## config.mk

```make
export PLATFORM = sky130hd
export DESIGN_NAME = gsm_ingress_tx
export DESIGN_NICKNAME = d
export VERILOG_FILES = /design/src/rtl/gsm_ingress_tx.sv
export SDC_FILE = /design/constraint.sdc
export NUM_CORES = 2
export LEC_CHECK = 0
export CORE_UTILIZATION = 41
export DETAILED_ROUTE_END_ITERATION = 7
export GPL_ROUTABILITY_DRIVEN = 0
export GPL_TIMING_DRIVEN = 0
export PLACE_DENSITY = 0.64
export SLEW_MARGIN = 20
export SYNTH_ARGS = -nofsm -noshare
export SYNTH_HDL_FRONTEND = slang
export SYNTH_SLANG_ARGS = --single-unit
```

## constraint.sdc

```tcl
create_clock -name clk_320M -period 7.2 [get_ports clk_320M]
set_input_delay 1.08 -clock clk_320M [delete_from_list [all_inputs] [get_ports clk_320M]]
set_output_delay 1.08 -clock clk_320M [all_outputs]
set_load 0.02 [all_outputs]
```

## src/rtl/gsm_ingress_tx.sv

```systemverilog
// gsm_ingress_tx: TDM ingress arbiter with per-port free-list cell address allocation
module gsm_ingress_tx #(
    parameter int MWIDTH     = 4,
    parameter int LOG_MWIDTH = 2,
    parameter int DWIDTH     = 128,
    parameter int AWIDTH     = 7
) (
    input  logic                       clk_320M,
    input  logic                       rst_n,
    input  logic                       clr,
    input  logic [MWIDTH-1:0]          i_cell_valid,
    output logic [MWIDTH-1:0]          o_cell_ready,
    input  logic [MWIDTH*DWIDTH-1:0]   i_cell_data,
    input  logic [MWIDTH*MWIDTH-1:0]   i_cell_multicast,
    input  logic [MWIDTH-1:0]          i_buf_free,
    input  logic [MWIDTH*AWIDTH-1:0]   i_buf_free_addr,
    output logic [MWIDTH-1:0]          o_wr_en,
    output logic [MWIDTH*AWIDTH-1:0]   o_wr_addr,
    output logic [MWIDTH*MWIDTH-1:0]   o_multicast,
    output logic [MWIDTH-1:0]          o_common_sel,
    output logic [DWIDTH-1:0]          o_common_wr_data,
    output logic                       o_init_done,
    output logic [MWIDTH-1:0]          o_free_ovf
);
    localparam int DEPTH = 1 << AWIDTH;
    localparam logic [AWIDTH:0] FULL = {1'b1, {AWIDTH{1'b0}}};

    typedef enum logic {S_INIT, S_RUN} state_t;

    state_t                r_state, w_next;
    logic [AWIDTH-1:0]     r_seed;
    logic [LOG_MWIDTH-1:0] r_slot;
    logic [AWIDTH-1:0]     r_mem [MWIDTH][DEPTH];
    logic [AWIDTH-1:0]     r_rd [MWIDTH];
    logic [AWIDTH-1:0]     r_wr [MWIDTH];
    logic [AWIDTH:0]       r_cnt [MWIDTH];
    logic [AWIDTH-1:0]     w_head [MWIDTH];
    logic [AWIDTH-1:0]     w_push_addr [MWIDTH];
    logic [MWIDTH-1:0]     w_pop, w_push, w_ovf;
    logic [DWIDTH-1:0]     w_data;
    logic                  w_run;

    assign w_run        = (r_state == S_RUN);
    assign o_init_done  = w_run;
    assign o_common_sel = w_run ? (MWIDTH'(1) << r_slot) : '0;

    // A pop needs a non-empty list, the port's slot and a live destination vector;
    // a full list still accepts a return when the same cycle pops it.
    for (genvar g = 0; g < MWIDTH; g++) begin : g_port
        assign w_head[g]       = r_mem[g][r_rd[g]];
        assign o_cell_ready[g] = w_run && (r_slot == LOG_MWIDTH'(g)) && (r_cnt[g] != '0);
        assign w_pop[g]        = o_cell_ready[g] && i_cell_valid[g] && !clr
                                 && (|i_cell_multicast[g*MWIDTH +: MWIDTH]);
        assign w_push[g]       = !clr && (!w_run || (i_buf_free[g] && ((r_cnt[g] != FULL) || w_pop[g])));
        assign w_ovf[g]        = !clr && w_run && i_buf_free[g] && (r_cnt[g] == FULL) && !w_pop[g];
        assign w_push_addr[g]  = w_run ? i_buf_free_addr[g*AWIDTH +: AWIDTH] : r_seed;
    end

    // Next state: seeding finishes after the last address is pushed; clr always restarts it
    always_comb begin
        w_next = r_state;
        if (clr)
            w_next = S_INIT;
        else if (!w_run && (&r_seed))
            w_next = S_RUN;
    end

    // Common bus data comes from the single port popping this cycle, else zero
    always_comb begin
        w_data = '0;
        for (int p = 0; p < MWIDTH; p++)
            if (w_pop[p]) w_data = i_cell_data[p*DWIDTH +: DWIDTH];
    end

    // State, seed counter and TDM slot
    always_ff @(posedge clk_320M or negedge rst_n) begin
        if (!rst_n) begin
            r_state <= S_INIT;
            r_seed  <= '0;
            r_slot  <= '0;
        end else begin
            r_state <= w_next;
            r_seed  <= (w_run || clr) ? '0 : r_seed + 1'b1;
            r_slot  <= (w_run && !clr) ? r_slot + 1'b1 : '0;
        end
    end

    // Free-list storage; contents are only meaningful between the pointers
    always_ff @(posedge clk_320M) begin
        for (int p = 0; p < MWIDTH; p++)
            if (w_push[p]) r_mem[p][r_wr[p]] <= w_push_addr[p];
    end

    // Free-list pointers and occupancy
    always_ff @(posedge clk_320M or negedge rst_n) begin
        if (!rst_n) begin
            for (int p = 0; p < MWIDTH; p++) begin
                r_rd[p]  <= '0;
                r_wr[p]  <= '0;
                r_cnt[p] <= '0;
            end
        end else begin
            for (int p = 0; p < MWIDTH; p++) begin
                if (clr) begin
                    r_rd[p]  <= '0;
                    r_wr[p]  <= '0;
                    r_cnt[p] <= '0;
                end else begin
                    r_rd[p]  <= r_rd[p] + AWIDTH'(w_pop[p]);
                    r_wr[p]  <= r_wr[p] + AWIDTH'(w_push[p]);
                    r_cnt[p] <= r_cnt[p] + (AWIDTH+1)'(w_push[p]) - (AWIDTH+1)'(w_pop[p]);
                end
            end
        end
    end

    // Registered write-side outputs; address and multicast hold between writes
    always_ff @(posedge clk_320M or negedge rst_n) begin
        if (!rst_n) begin
            o_wr_en          <= '0;
            o_wr_addr        <= '0;
            o_multicast      <= '0;
            o_common_wr_data <= '0;
            o_free_ovf       <= '0;
        end else begin
            o_wr_en          <= w_pop;
            o_common_wr_data <= w_data;
            o_free_ovf       <= clr ? '0 : (o_free_ovf | w_ovf);
            for (int p = 0; p < MWIDTH; p++) begin
                if (clr) begin
                    o_wr_addr[p*AWIDTH +: AWIDTH]   <= '0;
                    o_multicast[p*MWIDTH +: MWIDTH] <= '0;
                end else if (w_pop[p]) begin
                    o_wr_addr[p*AWIDTH +: AWIDTH]   <= w_head[p];
                    o_multicast[p*MWIDTH +: MWIDTH] <= i_cell_multicast[p*MWIDTH +: MWIDTH];
                end
            end
        end
    end
endmodule

```

======== After elaboration in Yosys (flattened, before gate mapping) ========
Memory sizes are Yosys's and may differ from the RTL's.
Index checks and enable logic that the tools add are counted.
operators by class
  divide/modulo/power cells ............... 0
  bitwise operators ....................... 9
  $lt $le $gt $ge ......................... 12
  reduce and logical (&&, ||, !) cells .... 76
  add/subtract/negate cells ............... 18
  shift operators ......................... 1
  equality and inequality tests ........... 11
  multiplexer cells ....................... 70
  multiply operators ...................... 0
operators by type and width
  cell                                                                  number
  896-bit 2-to-1 mux                                                    4
  128-bit 2-to-1 mux                                                    4
  7-bit 2-to-1 mux                                                      33
  7-bit binary-select mux with 7-bit select                             4
  7-bit demux with 7-bit select                                         4
  8-bit >= comparator, second input constant                            8
  7-bit inverter with 8-bit output                                      8
  7-bit by 1-bit adder with 7-bit output                                8
  1-bit logical AND                                                     46
  4-bit 2-to-1 mux                                                      10
  8-bit by 1-bit adder with 8-bit output                                4
  8-bit equality test, second input constant                            4
  8-bit by 1-bit < comparator with 1-bit output, second input constant  4
  8-bit 2-to-1 mux                                                      4
  8-bit inequality test, second input constant                          4
  8-bit nonzero test                                                    4
  8-bit by 1-bit subtractor with 8-bit output                           4
  4-bit OR reduction                                                    4
  2-bit nonzero test                                                    5
  1-bit logical OR                                                      9
  7-bit by 1-bit adder with 7-bit output, second input constant         1
  7-bit AND reduction                                                   1
  1-bit zero test                                                       6
  1-bit 2-to-1 mux                                                      6
  other kinds (7)                                                       8
storage, ports and cells
  bits in read-only memories .............. 0
  logic and storage cells ................. 224
  bits in latches ......................... 0
  memories ................................ 1
  input port bits ......................... 567
  output and inout port bits .............. 189
  bits in registers ....................... 278
  bits in writable memories ............... 3,584
memory list
  name   words  width  rd ports  clocked after Yosys merged registers in  write ports  line  RTL
  r_mem  4      896    4         0                                        4            33    logic [AWIDTH-1:0] r_mem [MWIDTH][DEPTH];

======== Logic depth before layout (Yosys ltp) ========
  depth in word-level cells ............... 13
  mapped depth ............................ 21
  gate-level depth less buffers ........... 20

======== Worst setup path before layout ========
No wires, ideal clock.
  path type ............................... input to register
  from .................................... input clr
  to ...................................... register r_cnt[22] in the netlist's numbering
  stages .................................. 18
  arrival time ............................ 4.000 ns
  required time ........................... 7.068 ns
  setup time .............................. 0.132 ns
  path slack .............................. 3.068 ns
  path through ............................ clkbuf_1 -> and4bb_2 -> buf_2 -> buf_2 -> buf_2 -> buf_1 -> ha_1 -> inv_1 -> ha_1 -> inv_1 -> fa_1 -> nand2b_1 -> a21oi_1 -> o21ai_0 -> a21oi_1 -> nor2_1 -> xor2_1 -> nor2_1
between the ends
  longest elaborated chain between the ends .. 10
ends and longest elaborated chain
  what                                           line  RTL
  start: declaration                             10    input logic clr,
  1-bit zero test *                              52    assign w_pop[g] = o_cell_ready[g] && i_cell_valid[g] && !clr
  1-bit logical AND *                            52
  1-bit logical AND *                            53    && (|i_cell_multicast[g*MWIDTH +: MWIDTH]);
  named net w_pop[1]                             39    logic [MWIDTH-1:0] w_pop, w_push, w_ovf;
  1-bit logical OR                               54    assign w_push[g] = !clr && (!w_run || (i_buf_free[g] && ((r_cnt[g] != FULL) || w_pop[g])));
  1-bit logical AND                              54
  1-bit logical OR                               54
  1-bit logical AND                              54
  8-bit by 1-bit adder with 8-bit output         111   r_cnt[p] <= r_cnt[p] + (AWIDTH+1)'(w_push[p]) - (AWIDTH+1)'(w_pop[p]);
  8-bit by 1-bit subtractor with 8-bit output *  111
  8-bit 2-to-1 mux *                             104   if (clr) begin
  end signal: indexed assignment                 111
  end: declaration                               36    logic [AWIDTH:0] r_cnt [MWIDTH];
The timed path passes the listed nets; every way through them passes the cells marked *.
A chain may end at the register's enable or synchronous reset.

======== Final worst setup path ========
  from .................................... register r_slot[1]
  to ...................................... register r_cnt[22] in the netlist's numbering
between the ends
  longest elaborated chain between the ends .. 13
ends and longest elaborated chain
  what                                              line  RTL
  start: declaration                                32    logic [LOG_MWIDTH-1:0] r_slot;
  start signal: assignment                          84    r_slot <= (w_run && !clr) ? r_slot + 1'b1 : '0;
  2-bit by 1-bit equality test with 1-bit output *  51    assign o_cell_ready[g] = w_run && (r_slot == LOG_MWIDTH'(g)) && (r_cnt[g] != '0);
  1-bit logical AND * (2 in a row)                  51
  1-bit logical AND * (2 in a row)                  52
  1-bit logical AND *                               53
  named net w_pop[1]                                39
  1-bit logical OR                                  54
  1-bit logical AND                                 54
  1-bit logical OR                                  54
  1-bit logical AND                                 54
  8-bit by 1-bit adder with 8-bit output            111
  8-bit by 1-bit subtractor with 8-bit output *     111
  8-bit 2-to-1 mux *                                104
Marks and branches as above.

==> impl_metrics.yaml <==
routing:
  drt_wl_total_mm: 513
  routedWlPerCell_microns: 33.9
  drt-pass1-iter-count: 8
  drt-vias-per-instance: 5.85
  drtIter0Drc: 10456
  vias: 88665
  drc: 0
  postRouteAntennaNets: 0
sta:
  hold_violations: 0
  rsz0062_at_grt: "no"
  worst_pin_slew_ps: 1220
  drv_slew: 0
  fin_hold_ws_ps: 497
  min_period_ps: 6390
  clock.fmax_mhz: 157
  fin_crit_sh_pct: 88.7
  skew_ps: 61.4
  setup_viol: 0
  finalSetupTns_ps: 0
  slew_headroom_pct: 16.5
cells_and_area:
  final_layout_size_suffix_gt1_share_pct: 17.7
  ff_latch_area_sq_um: 115000
  multiInputGateArea_sq_um: 36900
  n_fill_cell: 30268
  nNetsFinal: 10211
  syn_to_final_growth_pct: 19.6
  stdcell_area_sq_um: 184000
floorplanning:
  die_x_microns: 615
  num_io_pins: 756
  die_h_microns: 615
  dieArea_sq_um: 378000
  initial_core_util_pct: 41.3
  fp.coreArea_sq_um: 373000
  placementRows: 224
clock_network:
  cts_max_level: 5
  cts.sinks: 3862
  numCtsBuffers: 398
  postCtsSetupRepairBufs: 0
  hold_buffers: 1
  cts-root-buf: "clkbuf_16"
  clk_latency_ps: 970
  cts-resized-gates: 0
  cts_buffer_depth: 4
  clkTransAtPathRegs_ps: 60
  cts_tree: "done"
synth:
  synth-xor-area-share_pct: 0.376
  synthAdderAreaFrac_pct: 0.613
  synth.distinct_cells: 62
  ys_seq_elements: 3862
  synthMuxAreaShare_pct: 13.7
  synth_compound_area_share_pct: 5.36
  yosysWarnings: 0
  synth-simple-area-share_pct: 3.70
  synthFlopType: "edfxtp_1"
  synthesis.nets: 8945
  ys_seq_area_share_pct: 74.4
  synthArstFlopShare_pct: 7.20
  synth-edff-count: 3584
  synthCells: 8305
  synth_top_family_by_area: "multiplexers"
  syn-cell-area_sq_um: 154000
  syn_area_per_cell_sq_um: 18.5
worst_setup_path:
  cpMostUsedCell: "buf_2"
  crit_arrival_ps: 7160
  path_cells: "inv_1 > ha_1 > and2_1 > a21boi_1 > and4bb_2 > buf_2 > buf_2 > buf_2 > buf_2 > ha_1 > inv_1 > ha_1 > inv_1 > fa_1 > nand2b_1 > a21oi_1 > o21ai_0 > a21oi_1 > nor2_1 > xor2_1 > nor2_1"
  path_max_fanout: 12
  cp.required_ps: 7980
  slowest_stage: "a21boi_1"
  worst_setup_path_start_kind: "register"
  cpPeakStageDelay_ps: 770
  cp-end-kind: "register"
  crit_type: "reg2reg"
power:
  ir_drop_v: 0.000180
  powerDensity_nw_per_um2: 254
  total_power_mw: 46.7
  p_leak_nw: 57.6
job:
  max_cap_violations: 0
grt:
  grtUsageTotal_pct: 26.6
  grt_start_max_net_pins: 76
  met1_usage_pct: 33.8
  grt_overflow: 0
  grt_busiest_layer: "met2"
  grt_pass1_vias: 88003
  met2_usage_pct: 42.7
  antenna_found_initial: 83
  grt_pass1_wl_mm: 700
  grtUsageMet3_pct: 4.03
place:
  place_hpwl_mm: 376
  portBuffers: 755
  postPlaceCellArea_sq_um: 170000
worst_hold_path:
  min-delay-path-class: "reg2reg"
status:
  status: "finished clean"
## final cells by class
cell class / instances / share of cell area, %
sequential: 3862 / 62.3
multi-input combinational: 3856 / 20.1
clock buffer: 514 / 5.80
timing repair buffer: 866 / 5.32
tap: 4972 / 3.38
buffer: 528 / 1.46
clock inverter: 228 / 1.21
antenna: 272 / 0.370
inverter: 59 / 0.120
## kinds of logic (layout without fill, tap and decap cells)
group	count (synthesis)	count (layout)
other	0	272
multiplexers	1225	1225
XOR/XNOR	66	66
AO/OA/AOI/OAI	1168	1168
flip-flops	3862	3862
AND/OR/NAND/NOR	1324	1324
adder cells (fa/ha/maj)	73	73
buffers and inverters	587	2195
## sequential cells by signal, summed over array words and instances, names as in the netlist
register,cells
o_common_wr_data,128
o_wr_addr,28
o_free_ovf,4
r_rd,28
o_wr_en,4
r_seed,7
r_slot,2
r_cnt,32
o_init_done,1
o_multicast,16
r_mem,3584
r_wr,28
## layer usage
metal	share of wire (%)	vias up
met5	0.0097	-
met4	7.4	8
met3	7.8	991
met2	48	4854
met1	37	46228
li1	-	36584
## Yosys cell counts, types with 69 or more instances
cell type	n	share of area, %
a221o_1	129	0.84
nor2_1	648	1.6
o22ai_1	111	0.45
nand2_1	382	0.93
dfrtp_1	278	4.5
buf_2	103	0.33
edfxtp_1	3584	70
nor2b_1	90	0.37
ha_1	69	0.56
o221ai_1	222	1.3
a211oi_1	110	0.54
a21oi_1	139	0.45
o21ai_0	307	1.0
clkbuf_1	296	0.72
mux2i_1	504	3.3
mux4_2	700	10
## where the power goes
| part | switching (mW) | internal, mW | total (mW) |
|---|---|---|---|
| sequential | 0.0451 | 24.5 | 24.6 |
| combinational | 0.965 | 0.664 | 1.63 |
| clock | 8.73 | 11.8 | 20.5 |
## critical path, delay by kind of cell, from the launching register on
kind | cells | cell delay (ps)
and+or+nand+nor | 5 | 1020
DFF | 1 | 400
AOI/OAI and AO/OA | 4 | 1250
adders and majority gates | 4 | 1020
xor gates and xnor gates | 1 | 120
buffers and inverters | 7 | 2310
## metrics by stage
| step | instances | worst slack, ps | util [%] |
|---|---|---|---|
| finish | 15157 | 814 | 49.3 |
| global route | 15143 | 737 | 49.3 |
| CTS | 14885 | 755 | 49.2 |
| detailed placement | 14142 | 528 | 45.7 |
| global placement | 14032 | -9930 | 45.0 |
| floorplan | 8305 | 3070 | - |
## cell usage in the layout (no fill, tap or decap), types with 129 or more instances in the layout
cell type and instances:
mux2i_1 504, clkdlybuf4s50_1 754, clkbuf_1 349, clkbuf_16 404
diode_2 272, o21ai_0 247, edfxtp_1 3584, mux4_2 700
a21oi_1 139, nand2_1 353, nor2_1 648, o221ai_1 222
a221o_1 129, dfrtp_1 278
## worst paths after layout
| kind | endpoint | from | cells past startpoint | slack [ps] |
|---|---|---|---|---|
| max in group asynchronous | o_wr_addr[22] | rst_n | 4 | 5350 |
| min in group asynchronous | o_multicast[7] | rst_n | 2 | 590 |
| worst min register to register | o_wr_addr[27] | o_wr_addr[27] | 2 | 500 |
| worst min-delay path | o_wr_addr[27] | o_wr_addr[27] | 2 | 500 |
| worst max register to register | r_cnt[22] | r_slot[1] | 21 | 810 |
| worst max-delay path | r_cnt[22] | r_slot[1] | 21 | 810 |
No activity file was read; power rests on OpenSTA's default activity.
